<file path="config.mk">
export PLATFORM = sky130hd
export DESIGN_NAME = dmem_arbiter
export DESIGN_NICKNAME = d
export VERILOG_FILES = /design/src/rtl/dmem_arbiter.sv
export SDC_FILE = /design/constraint.sdc
export NUM_CORES = 1
export LEC_CHECK = 0
export CAP_MARGIN = 20
export CORE_AREA = 2 2 116 118
export DETAILED_ROUTE_END_ITERATION = 12
export DIE_AREA = 0 0 118 120
export PLACE_DENSITY_LB_ADDON = 0.15
export SLEW_MARGIN = 5
export SYNTH_ARGS = -nofsm -noshare
export SYNTH_HDL_FRONTEND = slang
export SYNTH_SLANG_ARGS = --single-unit
</file>
<file path="constraint.sdc">
create_clock -name clk -period 2.05 [get_ports clk]
set_input_delay 0.3075 -clock clk [delete_from_list [all_inputs] [get_ports clk]]
set_output_delay 0.3075 -clock clk [all_outputs]
set_load 0.005 [all_outputs]
</file>
<file path="src/rtl/dmem_arbiter.sv">
// dmem_arbiter: shares the single-ported data memory between the pipeline
// MEM stage (fixed priority) and a DMA/debug loader port. A starvation
// counter forces one DMA grant after STARVE_LIMIT consecutive lost cycles.
module dmem_arbiter #(
    parameter int DATA_W       = 32,
    parameter int ADDR_W       = 32,
    parameter int STARVE_LIMIT = 4
) (
    input  logic              clk,
    input  logic              rst_n,
    input  logic              cpu_memread,
    input  logic              cpu_memwrite,
    input  logic [ADDR_W-1:0] cpu_addr,
    input  logic [DATA_W-1:0] cpu_wdata,
    output logic [DATA_W-1:0] cpu_rdata,
    output logic              cpu_stall,
    input  logic              dma_valid,
    input  logic              dma_we,
    input  logic [ADDR_W-1:0] dma_addr,
    input  logic [DATA_W-1:0] dma_wdata,
    output logic              dma_ready,
    output logic              dma_rvalid,
    output logic [DATA_W-1:0] dma_rdata,
    output logic [ADDR_W-1:0] mem_addr,
    output logic [DATA_W-1:0] mem_wdata,
    output logic              mem_write,
    output logic              mem_read,
    input  logic [DATA_W-1:0] mem_rdata
);

    localparam int              CNT_W   = $clog2(STARVE_LIMIT + 1);
    localparam logic [CNT_W-1:0] CNT_MAX = CNT_W'(STARVE_LIMIT);

    typedef enum logic {
        NORMAL = 1'b0,
        FORCE  = 1'b1
    } state_t;

    state_t           state;
    logic [CNT_W-1:0] starve_cnt;

    logic cpu_req;
    logic cpu_rd;
    logic grant_cpu;
    logic grant_dma;

    // Grant decision: a pending forced slot beats the CPU, otherwise the CPU wins.
    always_comb begin
        cpu_req   = cpu_memread | cpu_memwrite;
        cpu_rd    = cpu_memread & ~cpu_memwrite;
        grant_dma = dma_valid && ((state == FORCE) || !cpu_req);
        grant_cpu = cpu_req && !grant_dma;
    end

    // Memory-port mux and requester-facing handshake outputs.
    always_comb begin
        mem_addr  = '0;
        mem_wdata = '0;
        mem_write = 1'b0;
        mem_read  = 1'b0;
        if (grant_cpu) begin
            mem_addr  = cpu_addr;
            mem_wdata = cpu_wdata;
            mem_write = cpu_memwrite;
            mem_read  = cpu_rd;
        end else if (grant_dma) begin
            mem_addr  = dma_addr;
            mem_wdata = dma_wdata;
            mem_write = dma_we;
            mem_read  = ~dma_we;
        end
        cpu_stall = cpu_req & ~grant_cpu;
        dma_ready = grant_dma;
        cpu_rdata = (grant_cpu && cpu_rd) ? mem_rdata : '0;
    end

    // Starvation tracking: FORCE lasts exactly one cycle, the counter saturates at the limit.
    always_ff @(posedge clk or negedge rst_n) begin
        if (!rst_n) begin
            state      <= NORMAL;
            starve_cnt <= '0;
        end else begin
            state <= NORMAL;
            if (dma_valid && !grant_dma) begin
                if (starve_cnt >= CNT_MAX - 1'b1) begin
                    starve_cnt <= CNT_MAX;
                    state      <= FORCE;
                end else begin
                    starve_cnt <= starve_cnt + 1'b1;
                end
            end else begin
                starve_cnt <= '0;
            end
        end
    end

    // DMA read return: capture memory data on an accepted read, pulse valid for one cycle.
    always_ff @(posedge clk or negedge rst_n) begin
        if (!rst_n) begin
            dma_rvalid <= 1'b0;
            dma_rdata  <= '0;
        end else begin
            dma_rvalid <= grant_dma & ~dma_we;
            if (grant_dma && !dma_we) begin
                dma_rdata <= mem_rdata;
            end
        end
    end

endmodule

</file>
==> metrics, run 1 <==
cell taking the most area after synthesis dfrtp_1; crit-path max cell delay 0.40 ns; DRT iter0 DRCs 125; hold_buf cts 0; antenna cell count 0; design area 0.00578 mm^2; clk root buf clkbuf_16; CTS max path bufs 2; clk slew on worst S/H paths 0.06 ns; number of global-route vias before repair 3151; CTS tree yes; post-synthesis async set-or-reset flop share 100%; Routed Wire Length 13.5 mm; switching power share of the total 27.0%; crit path max fanout 32; total number of H-tree levels 2; # Max-Cap Violations 0; Post-synth EDFFs 0; Logic pwr share 48.5%; Startpoint Class flip-flop; sequential share of the synthesized area 40.0%; largest net degree at the start of global routing 38; antenna violations before repair 0; flop-to-flop setup slack 0.38 ns; total track usage 17.9%; Setup CP Type reg -> out; Die Span Y 120 um; Syn Std Cell Area 0.00232 mm^2; RSZ-0062 raised after global routing true; Worst EP required 1.74 ns; post-synthesis mux area share 15.6%; # IOs 299; Compound-Gate Fraction of Synth Area 26.5%; Layout Area Growth over Synthesis 150%; fin nets 697; placed insts 677; synth unique cells 24; Synth Area in Simple Gates 12.0%; slowest CP cell dfrtp_1; Die Width 118 um; Mapped Cells 208; commonest non-fill, non-tap cell in the layout clkdlybuf4s50_1; Seq pwr share 28.4%; Core Box Area 0.0130 mm^2; syn_nets 376; share of cells above drive strength 1 28.1%; number of synthesized register bits 37; Max Freq 489 MHz; peak supply drop 433 uV; CP most frequent cell buf_6; outcome completed; clk_skew 0.00408 ns; First-pass DRT Iterations 6; slew at the pin with the worst max-slew slack 0.844 ns; Final period util 99.9%; area of the die 0.0142 mm^2; hold_ws 0.138 ns; final setup vio count 0; Buf+Inv Stages, Crit Path 5; Post-synth top flop dfrtp_1; vias per std cell 4.36; area share of the largest cell type after synthesis 40.0%; Final min period 2.05 ns; largest family of logic cells by synthesized area compound AO/OA/AOI/OAI gates; final non-filler cell total 706; final setup TNS 0 ns; remaining antenna violation count 0; Num CTS Buffers 5; Final HPWL DP 10.1 mm; Max-slew headroom 43.7%; Overflow after GRT 0; net switching power 1.05 mW; fin. max-slew vios 0; row count 42; WL/cell 19.2 um; Post-DP Area 0.00561 mm^2; worst path cell trace buf_6, buf_6, a21oi_4, buf_12, buf_16, a22o_1, clkdlybuf4s15_1; post-synthesis xor/xnor area fraction 0%; Synth Area in Adders 1.08%; Clock Latency Late Sink 0.27 ns; Final Hold Fails 0; GP Congestion 0.838; Clock power frac 23.1%; min-delay worst type in -> async; first-pass GRT wire length 19.6 mm; CP endpoint kind output pin; most frequent cells in the layout 195 x clkdlybuf4s50_1, 63 x clkbuf_2, 60 x a22o_1; ranking of synthesized cells by area dfrtp_1 40%, a22o_1 24%, mux2_1 14%; Int Pwr 2.83 mW; WP data arrival 1.74 ns; Sink Count 37; Residual DRC 0; Initial Util 17.9%; syn_area_per_cell 11.1 um^2; Yosys warning total 0; Vias 3078; power per standard cell area 670 mW/mm^2; port buffer count 298; P_leak 2.72 nW; Top delay family on crit path buffers and inverters
==> Yosys cell counts, types with 2 or more instances <==
library cell,instances
clkbuf_1,3
nand2_1,3
mux2_2,4
mux2_1,28
nand2b_1,2
dfrtp_1,37
nor2_1,3
inv_1,2
and2_1,32
ha_1,2
buf_2,16
a22o_1,64
==> sequential cells by signal (all words and copies together) (netlist names) <==
signal and count:
starve_cnt 3, state 1, dma_rdata 32, dma_rvalid 1
==> path summary, 6_finish.rpt <==
| kind | startpoint | end | depth (start not counted) |
|---|---|---|---|
| setup reg to reg | state$_DFF_PN0_ | dma_rdata[21]$_DFFE_PN0P_ | 6 |
| hold reg to reg | starve_cnt[2]$_DFF_PN0_ | starve_cnt[0]$_DFF_PN0_ | 1 |
| min in group clk | starve_cnt[2]$_DFF_PN0_ | starve_cnt[0]$_DFF_PN0_ | 1 |
| setup / recovery | state$_DFF_PN0_ | mem_wdata[13] | 7 |
| max in group asynchronous | rst_n | starve_cnt[2]$_DFF_PN0_ | 1 |
| hold / removal | rst_n | dma_rdata[1]$_DFFE_PN0P_ | 1 |
==> repair_timing <==
item / in CTS / in global routing
gates resized for setup: 222 / 122
hold endpoints to repair: 0 / 0
pin swaps: 9 / 19
gates cloned: 5 / 3
buffers inserted: 14 / 1
setup endpoints to repair: 100 / 86
==> layout make-up <==
type / instances / area, um^2
Clock inverter: 1 / 30.0
Timing Repair Buffer: 334 / 3120
Fill cell: 1286 / 7200
Tap cell: 176 / 220
Inverter: 3 / 13.8
Multi-Input combinational cell: 148 / 1330
Clock buffer: 7 / 143
Sequential cell: 37 / 926
==> logic make-up (layout without fill, tap and decap cells) <==
| family | count (synthesis) | in the layout |
|---|---|---|
| AOI/OAI and AO/OA | 70 | 70 |
| adders and majority gates | 2 | 2 |
| buffers and inverters | 23 | 345 |
| DFF | 37 | 37 |
| muxes | 32 | 32 |
| and+or+nand+nor | 44 | 44 |
==> per-layer routing <==
layer  part of all wire, %  up-vias  routed length [um]  GRT usage, %
li1                      -     1431                   -             -
met2                    52      185                7080          32.8
met4                   1.7        0                 236          4.44
met3                   9.6       16                1300          6.27
met1                    36     1446                4910          19.6
met5                     0        -                   0             0
==> per-stage QoR <==
stage          worst slack [ns]  power (mW)  util (%)
4_1_cts                  -0.145        3.93      46.0
2_1_floorplan             0.484        1.61         -
3_3_place_gp             -0.481        2.95      43.2
5_1_grt                 -0.0695        4.10      44.6
3_5_place_dp             -0.469        2.97      43.2
6_report                0.00299        3.87      44.6
==> power by group through the flow <==
stage / clock network [mW] / logic, mW / registers, mW
final: 0.897 / 1.88 / 1.10
after global routing: 0.956 / 2.01 / 1.14
after CTS: 0.920 / 1.90 / 1.10
after detailed placement: 0 / 1.86 / 1.11
after global placement: 0 / 1.86 / 1.10
after floorplan: 0 / 0.487 / 1.13
Power figures use the tool's default switching activity.
==> run 2: changes to the inputs <==
--- a/config.mk
+++ b/config.mk
@@ -9,6 +9,7 @@
 export CORE_AREA = 2 2 116 118
 export DETAILED_ROUTE_END_ITERATION = 12
 export DIE_AREA = 0 0 118 120
+export MAX_ROUTING_LAYER = met4
 export PLACE_DENSITY_LB_ADDON = 0.15
 export SLEW_MARGIN = 5
 export SYNTH_ARGS = -nofsm -noshare
==> constraint.sdc (replaced) <==
create_clock -name clk -period 2.1 [get_ports clk]
set_input_delay 0.315 -clock clk [delete_from_list [all_inputs] [get_ports clk]]
set_output_delay 0.315 -clock clk [all_outputs]
set_load 0.005 [all_outputs]
==> metrics, run 2 (synthesis results as in run 1) <==
port buffer count 298; clk_skew 0.00817 ns; Top delay family on crit path buffers and inverters; Final Hold Fails 0; largest net degree at the start of global routing 38; # Max-Cap Violations 0; CP most frequent cell buf_4; CP endpoint kind output pin; number of flip-flops in the largest register 32; Setup CP Type reg -> out; Critical R2R Capture dma_rdata[23]$_DFFE_PN0P_; Overflow after GRT 0; CTS tree yes; slowest CP cell dfrtp_1; first-pass GRT wire length 19.0 mm; clk slew on worst S/H paths 0.06 ns; total track usage 18.0%; Max-slew headroom 43.6%; Final min period 2.08 ns; worst path cell trace o21bai_2, buf_4, buf_4, buf_4, buf_4, nand3b_4, nand2b_1, dlygate4sd2_1; Final period util 98.9%; # IOs 299; Num CTS Buffers 5; Core Box Area 0.0130 mm^2; power per standard cell area 633 mW/mm^2; Die Span Y 120 um; Die Width 118 um; WL/cell 18.3 um; crit path max fanout 3; Worst EP required 1.78 ns; Vias 3036; vias per std cell 4.28; Reg2Reg Depth 8; Final HPWL DP 10.3 mm; final setup TNS 0 ns; critical path depth 8; outcome completed; crit-path max cell delay 0.39 ns; Initial Util 17.9%; PnR worst setup slack 0.0225 ns; Max Freq 481 MHz; antenna violations before repair 1; peak supply drop 430 uV; slew at the pin with the worst max-slew slack 0.846 ns; fin nets 699; Clock Latency Late Sink 0.28 ns; R2R Path Start state$_DFF_PN0_; Residual DRC 0; area of the die 0.0142 mm^2; Layout Area Growth over Synthesis 155%; Reg with most FFs dma_rdata; P_leak 2.69 nW; total number of H-tree levels 2; final setup vio count 0; flop-to-flop setup slack 0.16 ns; Startpoint Class flip-flop; CTS max path bufs 2; Sink Count 37; GP Congestion 0.869; number of global-route vias before repair 3135; pre-CTS worst setup slack -0.408 ns; share of cells above drive strength 1 16.0%; Routed Wire Length 13.0 mm; DRT iter0 DRCs 152; WP data arrival 1.76 ns; min-delay worst type in -> async; Buf+Inv Stages, Crit Path 5; biggest registers after layout dma_rdata (32), starve_cnt (3); RSZ-0062 raised after global routing true; row count 42; clk root buf clkbuf_16; fin. max-slew vios 0; First-pass DRT Iterations 4; most frequent cells in the layout 197 x clkdlybuf4s50_1, 64 x a22o_1, 39 x clkdlybuf4s15_1; commonest non-fill, non-tap cell in the layout clkdlybuf4s50_1; remaining antenna violation count 0
run 2: cell count changes in the layout (fill, tap and decap cells not counted), moves of 3 or more:
cell	before	now
buf_4	13	16
dlygate4sd2_1	7	35
clkbuf_2	63	19
clkbuf_16	8	5
a22o_4	4	0
a22o_1	60	64
clkdlybuf4s15_1	5	39
buf_2	22	8
run 2: area by class of cell:
class                   instances  area, um^2
diodes                          1        2.50
clock buffers                   7         143
clock inverters                 1        30.0
fillers                      1282        7060
inverters                       3        16.3
multi-input cells             148        1290
flip-flops and latches         37         926
well taps                     176         220
repair buffers                336        3280
run 2: per-stage QoR:
stage               utilization [%]  hold WS, ns  total power [mW]  instances  area (um^2)
floorplan                         -       0.0194              1.58        208         2320
global placement               43.2        0.442              2.88        680         5610
detailed placement             43.2        0.462              2.90        680         5610
CTS                            46.0        0.177              3.81        708         5970
global route                   45.6        0.224              3.97        709         5920
finish                         45.6        0.145              3.75        709         5920
run 2: how the worst max path moves through the flow:
stage,start,end
floorplan,state$_DFF_PN0_,mem_addr[10]
detailed placement,cpu_memread,mem_addr[31]
finish,state$_DFF_PN0_,mem_read
global route,state$_DFF_PN0_,mem_read
global placement,dma_valid,mem_addr[31]
CTS,state$_DFF_PN0_,mem_addr[9]
run 2: layer usage:
layer  GRT usage [%]  routed length (um)  share of wire (%)
met5               -                   0                  0
met2            32.2                6710                 52
met3            4.94                 955                7.3
met1            20.2                5200                 40
met4            3.39                 128               0.99
run 2: power by group:
part | switching (mW) | internal (mW)
registers | 0.124 | 0.954
logic | 0.595 | 1.20
clock network | 0.280 | 0.593
run 2: timing repair:
item / CTS / global route
hold buffers: 0 / 0
buffers inserted: 16 / 1
cloned: 4 / 0
pin swaps: 6 / 2
setup endpoints to repair: 99 / 69
gates resized for setup: 131 / 93
==> RTL change, RTL diff (flow settings as in run 2) <==
Reset style: synchronous (`rst_n`), changed in 2 clocked blocks.
--- a/src/rtl/dmem_arbiter.sv
+++ b/src/rtl/dmem_arbiter.sv
@@ -76,5 +76,5 @@
 
     // Starvation tracking: FORCE lasts exactly one cycle, the counter saturates at the limit.
-    always_ff @(posedge clk or negedge rst_n) begin
+    always_ff @(posedge clk) begin
         if (!rst_n) begin
             state      <= NORMAL;
@@ -96,5 +96,5 @@
 
     // DMA read return: capture memory data on an accepted read, pulse valid for one cycle.
-    always_ff @(posedge clk or negedge rst_n) begin
+    always_ff @(posedge clk) begin
         if (!rst_n) begin
             dma_rvalid <= 1'b0;
Behaviour: differs if rst_n is asserted again (counterexample within 4 cycles, from zero or initial values and one cycle with rst_n low); with rst_n held inactive, the same outputs for 10 cycles.
==> RTL change against run 2 <==
Non-clock buffer count shrank 9; sequential cell count did not move; power is 34% lower; fmax increased by 1.0%; routed wire length is 11% higher; area after synthesis is 3.8% higher; register-to-register slack better by 0.36 ns; sequential share of layout area decreased by 3.1 points; worst setup slack better by 0.022 ns; final area shrank 0.13%.
==> RTL change: results <==
export IMPL_tightest_slew_ns=0.556
export IMPL_p_leak_nw=2.62
export IMPL_port_buffers=298
export IMPL_drive_gt1_share_pct=19.8
export IMPL_gp_congestion=0.966
export IMPL_synth_warnings=0
export IMPL_status="complete, no violations"
export IMPL_ys_seq_area_share_pct=30.8
export IMPL_synth_commonest_cells="64 x a22o_1, 64 x nand2_1, 37 x dfxtp_1"
export IMPL_syn_num_nets=446
export IMPL_crit_fanout=12
export IMPL_grt_pass1_wl_um=20900
export IMPL_grt_use_total_pct=20.0
export IMPL_n_fill_cell=1344
export IMPL_synth_cells=278
export IMPL_fin_skew_ns=0.00964
export IMPL_h_tree_depth=2
export IMPL_cts_buffers=5
export IMPL_max_vdd_ir_drop_mv=0.347
export IMPL_dp_cells=740
export IMPL_grt_max_degree=48
export IMPL_drtIter0Drc=163
export IMPL_insertion_delay_ns=0.28
export IMPL_hpwl_um=10800
export IMPL_synth_top_cell_area_share_pct=30.8
export IMPL_nNetsFinal=754
export IMPL_holdCritPathClass="flop to flop"
export IMPL_n_antenna_cell=0
export IMPL_wl_per_cell_um=18.9
export IMPL_netlist_cell_type_count=25
export IMPL_yosys_top_cells_area="dfxtp_1 31%, a22o_1 23%, mux2i_1 13%"
export IMPL_async_flop_share_pct=0
export IMPL_antenna_found_initial=0
export IMPL_num_vias=3332
RTL change: cell types whose count changed in the layout (fill, tap and decap cells not counted), sizes merged, moves of 20 or more:
cell,delta
dfrtp,-37
dfxtp,+37
mux2i,+32
clkdlybuf4s15,-20
nand2,+61
mux2,-32
RTL change: per-layer routing:
metal | vias to the layer above | global-route usage, % | part of all wire, %
li1 | 1604 | - | -
met5 | - | - | 0
met1 | 1543 | 22.6 | 39
met4 | 0 | 4.59 | 1.3
met2 | 173 | 34.2 | 50
met3 | 12 | 6.94 | 9.8
RTL change: metrics by stage:
step                utilization (%)  area [um^2]  setup WS (ns)
floorplan                         -         2410          0.654
global placement               43.6         5650         -0.381
detailed placement             43.6         5650         -0.385
CTS                            46.9         6080        0.00465
global route                   45.5         5910       0.000174
finish                         45.5         5910         0.0440
RTL change: what timing repair did:
| action | in CTS | in global routing |
|---|---|---|
| setup endpoints to repair | 100 | 40 |
| gates resized for setup | 187 | 43 |
| gates cloned | 6 | 0 |
| pin swaps | 1 | 1 |
| setup buffers | 8 | 1 |
RTL change: cell type report:
class	instances	area, um^2	area share [%]
Sequential cell	37	744	12.6
Clock inverter	2	38.8	0.657
Clock buffer	6	129	2.18
Inverter	4	15.0	0.254
Tap cell	176	220	3.73
Timing Repair Buffer	327	3220	54.4
Multi-Input combinational cell	211	1550	26.2
RTL change: critical path: stages, from the launching register on:
cell and delay, ns:
dfxtp_4 0.35, o21ba_4 0.24, nor2b_4 0.04, buf_12 0.13
bufbuf_16 0.27, a22o_1 0.22, clkdlybuf4s15_1 0.21
RTL change: cell families (layout without fill, tap and decap cells):
group | count (synthesis) | after routing | share of synthesized area, %
buffers and inverters | 30 | 339 | 6.76
AO/OA/AOI/OAI | 70 | 70 | 25.5
adder cells (fa/ha/maj) | 2 | 2 | 1.04
AND/OR/NAND/NOR | 107 | 107 | 22.6
multiplexers | 32 | 32 | 13.3
flip-flops | 37 | 37 | 30.8
RTL change: worst paths after layout:
kind | from | endpoint | slack (ns) | cells after the start
worst max-delay path | state | mem_wdata[22] | 0.04 | 6
worst min-delay path | dma_rdata[12] | dma_rdata[12] | 0.45 | 2
worst max register to register | state | dma_rdata[24] | 0.52 | 5
worst min register to register | dma_rdata[12] | dma_rdata[12] | 0.45 | 2
RTL change: power groups by stage:
stage	Sequential [W]	Clock [W]	Combinational [W]
2_1_floorplan	0.000743	0	0.000244
3_3_place_gp	0.000741	0	0.000928
3_5_place_dp	0.000742	0	0.000927
4_1_cts	0.000726	0.000895	0.000937
5_1_grt	0.000727	0.000926	0.000959
6_report	0.000726	0.000862	0.000902
